### src/rtl/wm_block_scheduler.sv
// ---------------------------------------------------------------------------
// wm_block_scheduler
//
// Read-side sequencer for the watermarking register bank. On a rising START
// level it takes the bank port, reads the geometry registers (Np, Nw, M),
// validates them, then walks the primary image in MxM blocks (raster order
// inside each block, blocks clipped at the image edges). For every pixel it
// fetches the primary datum and, when WM_FETCH_EN is defined, the matching
// watermark datum, and presents them on a valid/ready stream with block
// markers. The bank is only ever read.
//
// Optional feature macro: WM_FETCH_EN
//   defined   : FETCH_W state present, watermark pixel fetched onto wm_data,
//               configuration also rejected when Nw != Np.
//   undefined : FETCH_P goes straight to CAPT, wm_data is 0, Nw ignored.
//
// Ports
//   clk        rising-edge clock
//   rst        asynchronous active-low reset
//   start      bank START bit (level)
//   bus_req    scheduler owns the bank port
//   bus_ctrl   bank CTRL, always 0 (read)
//   bus_addr   bank read address
//   bus_rdata  bank read data, valid the cycle after its address
//   pix_valid  / pix_ready    pixel stream handshake
//   pix_data   primary pixel
//   wm_data    watermark pixel
//   pix_row / pix_col         absolute pixel coordinates
//   blk_first / blk_last      first / last beat of the current block
//   img_last   final beat of the image
//   busy       a scan is in progress
//   done       one-cycle completion pulse
//   err        configuration error, sticky until start=0
// ---------------------------------------------------------------------------
module wm_block_scheduler #(
  parameter int Amba_Word       = 16,
  parameter int Amba_Addr_Depth = 20
) (
  input  logic                       clk,
  input  logic                       rst,
  input  logic                       start,
  output logic                       bus_req,
  output logic                       bus_ctrl,
  output logic [Amba_Addr_Depth-1:0] bus_addr,
  input  logic [Amba_Word-1:0]       bus_rdata,
  output logic                       pix_valid,
  input  logic                       pix_ready,
  output logic [Amba_Word-1:0]       pix_data,
  output logic [Amba_Word-1:0]       wm_data,
  output logic [Amba_Word-1:0]       pix_row,
  output logic [Amba_Word-1:0]       pix_col,
  output logic                       blk_first,
  output logic                       blk_last,
  output logic                       img_last,
  output logic                       busy,
  output logic                       done,
  output logic                       err
);

  localparam int AW = Amba_Word;
  localparam int AD = Amba_Addr_Depth;

  localparam logic [AD-1:0] ADDR_NP  = AD'(2);
  localparam logic [AD-1:0] ADDR_NW  = AD'(3);
  localparam logic [AD-1:0] ADDR_M   = AD'(4);
  localparam logic [AD-1:0] ADDR_PIX = AD'(10);

  typedef enum logic [3:0] {
    S_IDLE,
    S_CFG,
    S_CHECK,
    S_FETCH_P,
`ifdef WM_FETCH_EN
    S_FETCH_W,
`endif
    S_CAPT,
    S_OUT,
    S_DONE,
    S_ERR
  } state_t;

  state_t          state_q;
  logic [1:0]      cfg_cnt_q;
  logic [AW-1:0]   np_q;
  logic [AW-1:0]   m_q;
`ifdef WM_FETCH_EN
  logic [AW-1:0]   nw_q;
  logic [AD-1:0]   np_sq_q;
  logic [AW-1:0]   prim_q;
`endif

  // Scan position: block origin (br, bc), offset inside block (r, c).
  // row_base_q = (br + r) * Np, blk_base_q = br * Np; both kept incrementally.
  logic [AW-1:0]   br_q, bc_q, r_q, c_q;
  logic [AD-1:0]   row_base_q, blk_base_q;

  // Registered outputs
  logic            bus_req_q;
  logic [AD-1:0]   bus_addr_q;
  logic            pix_valid_q;
  logic [AW-1:0]   pix_data_q, wm_data_q, pix_row_q, pix_col_q;
  logic            blk_first_q, blk_last_q, img_last_q;
  logic            busy_q, done_q, err_q;

  // -------------------------------------------------------------------------
  // Geometry of the current (possibly clipped) block
  // -------------------------------------------------------------------------
  logic [AW-1:0]   rows_left, cols_left, blk_h, blk_w;
  logic [AW:0]     br_step, bc_step;
  logic            col_end, row_end, last_bcol, last_brow;
  logic [AD-1:0]   np_ext;
  logic            cfg_bad;

  assign np_ext    = AD'(np_q);
  assign rows_left = np_q - br_q;
  assign cols_left = np_q - bc_q;
  assign blk_h     = (m_q < rows_left) ? m_q : rows_left;
  assign blk_w     = (m_q < cols_left) ? m_q : cols_left;
  assign col_end   = (c_q == blk_w - AW'(1));
  assign row_end   = (r_q == blk_h - AW'(1));
  // 17-bit sums so an origin stepping past 0xFFFF is still seen as "beyond Np"
  assign br_step   = {1'b0, br_q} + {1'b0, m_q};
  assign bc_step   = {1'b0, bc_q} + {1'b0, m_q};
  assign last_bcol = (bc_step >= {1'b0, np_q});
  assign last_brow = (br_step >= {1'b0, np_q});

  always_comb begin
    cfg_bad = (np_q == '0) || (m_q == '0) || (m_q > np_q);
`ifdef WM_FETCH_EN
    if (nw_q != np_q) cfg_bad = 1'b1;
`endif
  end

  // -------------------------------------------------------------------------
  // Next scan position after the current pixel (used on the OUT handshake)
  // -------------------------------------------------------------------------
  logic [AW-1:0]   nxt_br, nxt_bc, nxt_r, nxt_c, nxt_col;
  logic [AD-1:0]   nxt_rb, nxt_blk, nxt_paddr;

  always_comb begin
    nxt_br  = br_q;
    nxt_bc  = bc_q;
    nxt_r   = r_q;
    nxt_c   = c_q + AW'(1);
    nxt_rb  = row_base_q;
    nxt_blk = blk_base_q;
    if (col_end) begin
      nxt_c = '0;
      if (!row_end) begin
        nxt_r  = r_q + AW'(1);
        nxt_rb = row_base_q + np_ext;
      end else begin
        nxt_r = '0;
        if (!last_bcol) begin
          // Next block to the right: back to the block's first row.
          nxt_bc = bc_step[AW-1:0];
          nxt_rb = blk_base_q;
        end else begin
          // Next block row. The block just finished was full height, so the
          // row after its last row is exactly br + M.
          nxt_bc  = '0;
          nxt_br  = br_step[AW-1:0];
          nxt_rb  = row_base_q + np_ext;
          nxt_blk = row_base_q + np_ext;
        end
      end
    end
    nxt_col   = nxt_bc + nxt_c;
    nxt_paddr = ADDR_PIX + nxt_rb + AD'(nxt_col);
  end

  // -------------------------------------------------------------------------
  // FSM with registered outputs
  // -------------------------------------------------------------------------
  always_ff @(posedge clk or negedge rst) begin
    if (!rst) begin
      state_q     <= S_IDLE;
      cfg_cnt_q   <= '0;
      np_q        <= '0;
      m_q         <= '0;
`ifdef WM_FETCH_EN
      nw_q        <= '0;
      np_sq_q     <= '0;
      prim_q      <= '0;
`endif
      br_q        <= '0;
      bc_q        <= '0;
      r_q         <= '0;
      c_q         <= '0;
      row_base_q  <= '0;
      blk_base_q  <= '0;
      bus_req_q   <= 1'b0;
      bus_addr_q  <= '0;
      pix_valid_q <= 1'b0;
      pix_data_q  <= '0;
      wm_data_q   <= '0;
      pix_row_q   <= '0;
      pix_col_q   <= '0;
      blk_first_q <= 1'b0;
      blk_last_q  <= 1'b0;
      img_last_q  <= 1'b0;
      busy_q      <= 1'b0;
      done_q      <= 1'b0;
      err_q       <= 1'b0;
    end else begin
      done_q <= 1'b0;
      if (!start && !(state_q inside {S_IDLE, S_DONE, S_ERR})) begin
        // Abort: the only case where pix_valid drops without a handshake.
        state_q     <= S_IDLE;
        bus_req_q   <= 1'b0;
        busy_q      <= 1'b0;
        pix_valid_q <= 1'b0;
      end else begin
        case (state_q)
          S_IDLE: begin
            err_q <= 1'b0;
            if (start) begin
              state_q    <= S_CFG;
              cfg_cnt_q  <= '0;
              bus_addr_q <= ADDR_NP;
              bus_req_q  <= 1'b1;
              busy_q     <= 1'b1;
            end
          end

          // Address k is on the bus in CFG cycle k; its data is captured at
          // the end of cycle k+1.
          S_CFG: begin
            cfg_cnt_q <= cfg_cnt_q + 2'd1;
            case (cfg_cnt_q)
              2'd0: bus_addr_q <= ADDR_NW;
              2'd1: begin
                np_q       <= bus_rdata;
                bus_addr_q <= ADDR_M;
              end
              2'd2: begin
`ifdef WM_FETCH_EN
                nw_q <= bus_rdata;
`endif
              end
              2'd3: begin
                m_q     <= bus_rdata;
                state_q <= S_CHECK;
              end
            endcase
          end

          S_CHECK: begin
            if (cfg_bad) begin
              state_q   <= S_ERR;
              err_q     <= 1'b1;
              bus_req_q <= 1'b0;
              busy_q    <= 1'b0;
            end else begin
`ifdef WM_FETCH_EN
              np_sq_q    <= np_ext * np_ext;
`endif
              br_q       <= '0;
              bc_q       <= '0;
              r_q        <= '0;
              c_q        <= '0;
              row_base_q <= '0;
              blk_base_q <= '0;
              bus_addr_q <= ADDR_PIX;
              state_q    <= S_FETCH_P;
            end
          end

          S_FETCH_P: begin
`ifdef WM_FETCH_EN
            // Watermark pixel sits Np^2 words past the primary one.
            bus_addr_q <= bus_addr_q + np_sq_q;
            state_q    <= S_FETCH_W;
`else
            state_q    <= S_CAPT;
`endif
          end

`ifdef WM_FETCH_EN
          S_FETCH_W: begin
            prim_q  <= bus_rdata;
            state_q <= S_CAPT;
          end
`endif

          S_CAPT: begin
`ifdef WM_FETCH_EN
            pix_data_q <= prim_q;
            wm_data_q  <= bus_rdata;
`else
            pix_data_q <= bus_rdata;
            wm_data_q  <= '0;
`endif
            pix_row_q   <= br_q + r_q;
            pix_col_q   <= bc_q + c_q;
            blk_first_q <= (r_q == '0) && (c_q == '0);
            blk_last_q  <= row_end && col_end;
            img_last_q  <= row_end && col_end && last_bcol && last_brow;
            pix_valid_q <= 1'b1;
            state_q     <= S_OUT;
          end

          S_OUT: begin
            if (pix_ready) begin
              pix_valid_q <= 1'b0;
              if (img_last_q) begin
                state_q   <= S_DONE;
                done_q    <= 1'b1;
                bus_req_q <= 1'b0;
                busy_q    <= 1'b0;
              end else begin
                br_q       <= nxt_br;
                bc_q       <= nxt_bc;
                r_q        <= nxt_r;
                c_q        <= nxt_c;
                row_base_q <= nxt_rb;
                blk_base_q <= nxt_blk;
                bus_addr_q <= nxt_paddr;
                state_q    <= S_FETCH_P;
              end
            end
          end

          // No auto-restart: START must be seen low before a new scan.
          S_DONE: begin
            if (!start) state_q <= S_IDLE;
          end

          S_ERR: begin
            if (!start) begin
              state_q <= S_IDLE;
              err_q   <= 1'b0;
            end
          end

          default: begin
            state_q     <= S_IDLE;
            bus_req_q   <= 1'b0;
            busy_q      <= 1'b0;
            pix_valid_q <= 1'b0;
          end
        endcase
      end
    end
  end

  assign bus_req   = bus_req_q;
  assign bus_ctrl  = 1'b0;
  assign bus_addr  = bus_addr_q;
  assign pix_valid = pix_valid_q;
  assign pix_data  = pix_data_q;
  assign wm_data   = wm_data_q;
  assign pix_row   = pix_row_q;
  assign pix_col   = pix_col_q;
  assign blk_first = blk_first_q;
  assign blk_last  = blk_last_q;
  assign img_last  = img_last_q;
  assign busy      = busy_q;
  assign done      = done_q;
  assign err       = err_q;

endmodule

### config.mk
export PLATFORM = sky130hd
export DESIGN_NAME = wm_block_scheduler
export DESIGN_NICKNAME = d
export VERILOG_FILES = /design/src/rtl/wm_block_scheduler.sv
export SDC_FILE = /design/constraint.sdc
export NUM_CORES = 1
export LEC_CHECK = 0
export ABC_CLOCK_PERIOD_IN_PS = 14300
export CAP_MARGIN = 20
export CORE_MARGIN = 2
export CORE_UTILIZATION = 40
export CTS_BUF_LIST = sky130_fd_sc_hd__clkbuf_16
export DETAILED_ROUTE_END_ITERATION = 8
export GPL_TIMING_DRIVEN = 0
export PLACE_DENSITY = 0.56
export SYNTH_ARGS = -nofsm -noshare
export SYNTH_HDL_FRONTEND = slang
export SYNTH_SLANG_ARGS = --single-unit
### constraint.sdc
create_clock -name clk -period 14.3 [get_ports clk]
set_clock_uncertainty 0.2 [all_clocks]
set_input_delay 2.86 -clock clk [delete_from_list [all_inputs] [get_ports clk]]
set_output_delay 2.86 -clock clk [all_outputs]
set_load 0.03 [all_outputs]
==> results of run 1 <==
stage by stage:
| stage | utilization, % | cell area (µm²) |
|---|---|---|
| global placement | 44.2 | 21600 |
| finish | 46.4 | 22700 |
| global route | 46.4 | 22700 |
| CTS | 46.2 | 22600 |
| detailed placement | 44.4 | 21700 |
| floorplan | - | 19800 |
layout make-up:
| cell class | instances | area [µm²] | share of cell area (%) |
|---|---|---|---|
| multi-input combinational | 1848 | 13300 | 58.9 |
| sequential | 216 | 5410 | 23.9 |
| timing repair buffer | 101 | 1040 | 4.58 |
| tap | 664 | 831 | 3.67 |
| clock buffer | 28 | 701 | 3.09 |
| inverter | 164 | 616 | 2.72 |
| buffer | 111 | 522 | 2.30 |
| clock inverter | 23 | 206 | 0.911 |
synthesized netlist by cell type (all sizes together) (10+ instances only):
library cell,instances,area share (%)
nand2,251,4.8
ha,241,15
dfrtp,216,27
o21ai,197,5.2
inv,164,3.1
nor2,135,2.6
a21oi,129,3.3
xnor2,125,5.6
clkbuf,72,1.4
mux2,67,3.8
xor2,62,2.7
nor3,56,1.5
nand3,54,1.4
a22o,47,2.1
a21o,39,1.5
buf,39,1.2
o31ai,36,1.4
nand4,33,1.1
o21a,32,1.2
o21bai,28,1.1
nor2b,22,0.70
nor4,21,0.89
a211oi,19,0.80
and3,18,0.57
nand2b,18,0.57
o211ai,17,0.67
a31oi,16,0.51
mux2i,16,0.83
and2,13,0.42
a21boi,12,0.46
or3,12,0.38
o22ai,10,0.32
or4,10,0.40
logic make-up (layout without fill, tap and decap cells):
family | after synthesis | count (layout) | share of synthesized area, %
AOI/OAI and AO/OA | 646 | 646 | 21.5
muxes | 83 | 83 | 4.64
and+or+nand+nor | 663 | 663 | 16.0
DFF | 216 | 216 | 27.3
xor gates and xnor gates | 189 | 189 | 8.59
adders and majority gates | 250 | 250 | 16.2
buffers and inverters | 275 | 427 | 5.73
other | 1 | 17 | 0.0190
per-layer routing:
layer / wire length [µm] / track usage [%]
met3: 4600 / 4.39
met2: 31400 / 44.2
met1: 30900 / 36.7
met5: 0 / 0
met4: 4430 / 14.7
power breakdown:
part           switching, W  internal (W)
Sequential         0.000338      0.000723
Combinational       0.00238       0.00148
Clock              0.000309      0.000396
what timing repair did:
| action | in CTS | in global routing |
|---|---|---|
| endpoints found under the setup margin | 0 | 6 |
| setup buffers | 0 | 2 |
| gates resized for setup | 0 | 13 |
tightest hold or removal path: stages, from the launching register on:
cell and delay [ns]:
dfrtp_1 0.33, nand2_1 0.05, o21ai_0 0.06
state kept, by name, summed over array words and instances (netlist names), 16 cells and up:
register and count:
bc_q 16, blk_base_q 20, br_q 16, bus_addr 20, c_q 16, m_q 16, np_q 16, pix_col 16
pix_data 16, pix_row 16, r_q 16, row_base_q 20
worst min-delay path by stage:
stage / slack, ns / cells past startpoint / endpoint
after floorplan: 0.23 / 2 / blk_base_q[19]
after global placement: 0.26 / 2 / blk_base_q[19]
after detailed placement: 0.27 / 2 / blk_base_q[13]
after CTS: 0.29 / 2 / pix_row[3]
after global routing: 0.30 / 2 / pix_row[8]
final: 0.28 / 2 / pix_col[13]
==> flow_summary.yaml, run 1 <==
place:
  dp.cells: 3101
  io_buffers: 95
  dp.final_hpwl_um: 56100
  dp_slack_ns: 0.391
  gp_congestion: 0.998
die:
  io_pins: 113
  initial_core_util_pct: 40.5
  rows: 81
  core_mm2: 0.0488
  die_w_um: 226
  die_area_mm2: 0.0512
  die_y_um: 226
worst_setup_path:
  reg2reg_from: "np_q[0]"
  crit_buf_inv: 7
  crit_start: "np_q[0]"
  cp-endpoint: "bus_addr[19]"
  r2r-end: "bus_addr[19]"
  reg2reg_setup_slack_ns: 0.77
  endpoint_kind: "flop"
  cp.arrival_ns: 13.85
  cp.depth: 60
  worst-path-max-fanout: 10
  worst_path_max_delay_cell: "dfrtp_1"
  path_delay_family: "simple AND/OR/NAND/NOR gates"
  critPathKind: "reg2reg"
  max_stage_delay_ns: 0.57
  cp_data_required_time_ns: 14.62
  r2r_cells: 60
  cp-start-kind: "flop"
  path_common_cell: "ha_1"
timing:
  fmax_mhz: 73.9
  slew_headroom_pct: 26.3
  slew_violations: 0
  fin_setup_tns_ns: 0
  fin_crit_sh_pct: 94.6
  worstMarginPinSlew_ns: 1.10
  whs_ns: 0.276
  worst_slack_ns: 0.772
  period_minus_slack_ns: 13.53
  hold_viol_final: 0
  finalSetupViolations: 0
cells_and_area:
  layout_commonest_cell: "nand2_1"
  drive_gt1_share_pct: 8.03
  final_cell_mix: "nand2_1, ha_1, dfrtp_1, inv_1, nor2_1"
  layout.nets: 2740
  fin_cells: 3155
  n_antenna_cell: 0
  syn_to_final_growth_pct: 14.6
  fillers: 4811
flow_run:
  cap_violations: 0
route:
  drc_errors: 0
  first_iter_violations: 1494
  drtPass1Iterations: 6
  ant_nets: 0
  drt-total-wl_um: 71200
  wl_per_cell_um: 22.6
  vias_per_cell: 5.75
  num_vias: 18100
hold_path:
  hold_class: "reg2reg"
  worstHoldStart: "pix_col[13]"
cts:
  insertion_delay_ns: 0.63
  clkTransAtPathRegs_ns: 0.06
  numCtsBuffers: 28
  clock-root-buffer: "clkbuf_16"
  htree_levels: 1
  cts_tree: "built"
  cts_buffer_depth: 3
  cts_hold_buf: 0
  cts_sinks: 216
yosys:
  synthFlopType: "dfrtp_1"
  synth_area_mm2: 0.0198
  synth_cell_types: 89
  synth-seq-area-share_pct: 27.3
  syn_inst: 2323
  async_flop_share_pct: 100
  avgSynthCellArea_um2: 8.51
  synth-edff-count: 0
  ys_ff_latch: 216
  yosysWarnings: 0
pwr:
  power.density_mw_per_mm2: 248
  ir_drop_mv: 0.188
  power_w: 0.00563
  leakagePower_nw: 10.0
global_route:
  antenna_found_initial: 0
  grt_pass1_wl_um: 108000
  overflow: 0
  grt_pass1_vias: 17900
  grt_usage_pct: 27.9
  grt_max_degree: 79
run_status:
  status: "complete, no violations"
Power figures use the tool's default switching activity.
==> run 2, diff against run 1 <==
- GPL_TIMING_DRIVEN: 0 -> unset
==> run 2 against run 1 <==
Sequential share of layout area rose by 0.26 points. Via count fell by 2.2%. Die area did not move. Sequential power fell by 9%. Non-clock buffer count fell by 77. Power fell by 1.6%. Sequential cell count did not move. Worst hold slack got worse by 0.0041 ns. Critical path depth fell by 5. Clock power fell by 0.7%.
==> flow_summary.yaml, run 2 (synthesized netlist as in run 1, its figures left out) <==
worst_setup_path:
  max_stage_delay_ns: 0.65
  endpoint_kind: "flop"
  critPathKind: "reg2reg"
  worst_path_max_delay_cell: "a2111oi_0"
  cp_data_required_time_ns: 14.59
  worst-path-max-fanout: 15
  r2r-end: "bus_addr[19]"
  cp-start-kind: "flop"
  path_delay_family: "simple AND/OR/NAND/NOR gates"
  r2r_cells: 55
  reg2reg_from: "np_q[0]"
  reg2reg_setup_slack_ns: 1.40
  cp.arrival_ns: 13.19
  crit_buf_inv: 4
route:
  ant_nets: 0
  drtPass1Iterations: 5
  wl_per_cell_um: 22.0
  drt-total-wl_um: 67800
  first_iter_violations: 1579
  drc_errors: 0
  vias_per_cell: 5.75
  num_vias: 17700
cells_and_area:
  design_area_mm2: 0.0224
  final_core_util_pct: 45.9
  final_cell_mix: "nand2_1, ha_1, dfrtp_1, inv_1, nor2_1"
  layout.nets: 2663
  layout_commonest_cell: "nand2_1"
  drive_gt1_share_pct: 7.83
  syn_to_final_growth_pct: 13.3
die:
  io_pins: 113
  die_w_um: 226
  initial_core_util_pct: 40.5
  rows: 81
  die_y_um: 226
  die_area_mm2: 0.0512
  core_mm2: 0.0488
global_route:
  overflow: 0
  grt_pass1_vias: 17100
  grt_pass1_wl_um: 104000
  grt_usage_pct: 26.6
  antenna_found_initial: 1
  grt_max_degree: 89
timing:
  fin_setup_tns_ns: 0
  period_minus_slack_ns: 12.90
  finalSetupViolations: 0
  whs_ns: 0.272
  slew_headroom_pct: 32.8
  fin_crit_sh_pct: 90.2
  hold_viol_final: 0
  fmax_mhz: 77.5
  worstMarginPinSlew_ns: 1.00
  rsz0062_at_grt: "no"
  slew_violations: 0
place:
  gp_congestion: 0.938
  dp.final_hpwl_um: 52000
  io_buffers: 95
  postPlaceCellArea_mm2: 0.0215
cts:
  insertion_delay_ns: 0.60
  postCtsResizedCells: 0
  cts_setup_buffers: 0
  cts_buffer_depth: 3
  cts_sinks: 216
  clkTransAtPathRegs_ns: 0.06
  htree_levels: 1
  numCtsBuffers: 28
  cts_tree: "built"
  cts_hold_buf: 0
  clock-root-buffer: "clkbuf_16"
hold_path:
  min_to: "blk_base_q[19]"
  whs_path_depth: 2
  worstHoldStart: "blk_base_q[19]"
  hold_class: "reg2reg"
pwr:
  ir_drop_mv: 0.153
  power_w: 0.00554
  power.density_mw_per_mm2: 247
  leakagePower_nw: 9.98
run_status:
  status: "complete, no violations"
flow_run:
  cap_violations: 0
run 2: cell types whose count changed in the layout (fill, tap and decap cells not counted), sizes merged:
cell | before | now
clkinv | 11 | 13
bufinv | 2 | 3
clkbuf | 101 | 28
buf | 45 | 41
inv | 168 | 172
clkinvlp | 6 | 0
diode | 0 | 2
run 2: worst reg2reg max path: cells and delay by family, from the launching register on:
kind,cells,cell delay [ns]
buffers and inverters,4,0.33
xor gates and xnor gates,2,0.32
adders and majority gates,8,2.36
AOI/OAI and AO/OA,21,4.40
and+or+nand+nor,20,4.68
DFF,1,0.49
run 2: where the power goes:
part           internal [W]  switching [W]  leakage (nW)
sequential         0.000725       0.000243          2.91
combinational       0.00148        0.00239          6.61
clock              0.000408       0.000291         0.468
total               0.00261        0.00292          9.98
run 2: worst max-delay path by stage:
stage              endpoint  slack, ns  startpoint  cells past startpoint
6_report       bus_addr[19]       1.40     np_q[0]                     55
5_1_grt        bus_addr[18]       0.36     np_q[0]                     53
4_1_cts        bus_addr[19]       1.52     np_q[0]                     55
3_5_place_dp   bus_addr[19]       1.55     np_q[0]                     55
3_3_place_gp   bus_addr[19]       1.80     np_q[0]                     55
2_1_floorplan  bus_addr[19]       3.07     np_q[0]                     60
run 2: area by class of cell:
type / instances / area [µm²]
tap: 664 / 831
sequential: 216 / 5410
timing repair buffer: 135 / 1300
inverter: 164 / 616
antenna: 2 / 5.00
clock inverter: 24 / 203
clock buffer: 28 / 701
fill: 4807 / 26400
multi-input combinational: 1848 / 13300
run 2: layer usage:
layer,up-vias,share of wire [%],global-route usage (%)
met5,-,0.049,0
met4,2,3.5,8.36
met3,127,5.7,3.27
met2,516,45,42.6
met1,8619,46,37.3
li1,8467,-,-
run 2: stage by stage:
| step | setup WS, ns | std cells |
|---|---|---|
| after floorplan | 3.07 | 2339 |
| after global placement | 1.80 | 3024 |
| after detailed placement | 1.55 | 3025 |
| after CTS | 1.52 | 3077 |
| after global routing | 0.361 | 3079 |
| final | 1.40 | 3081 |
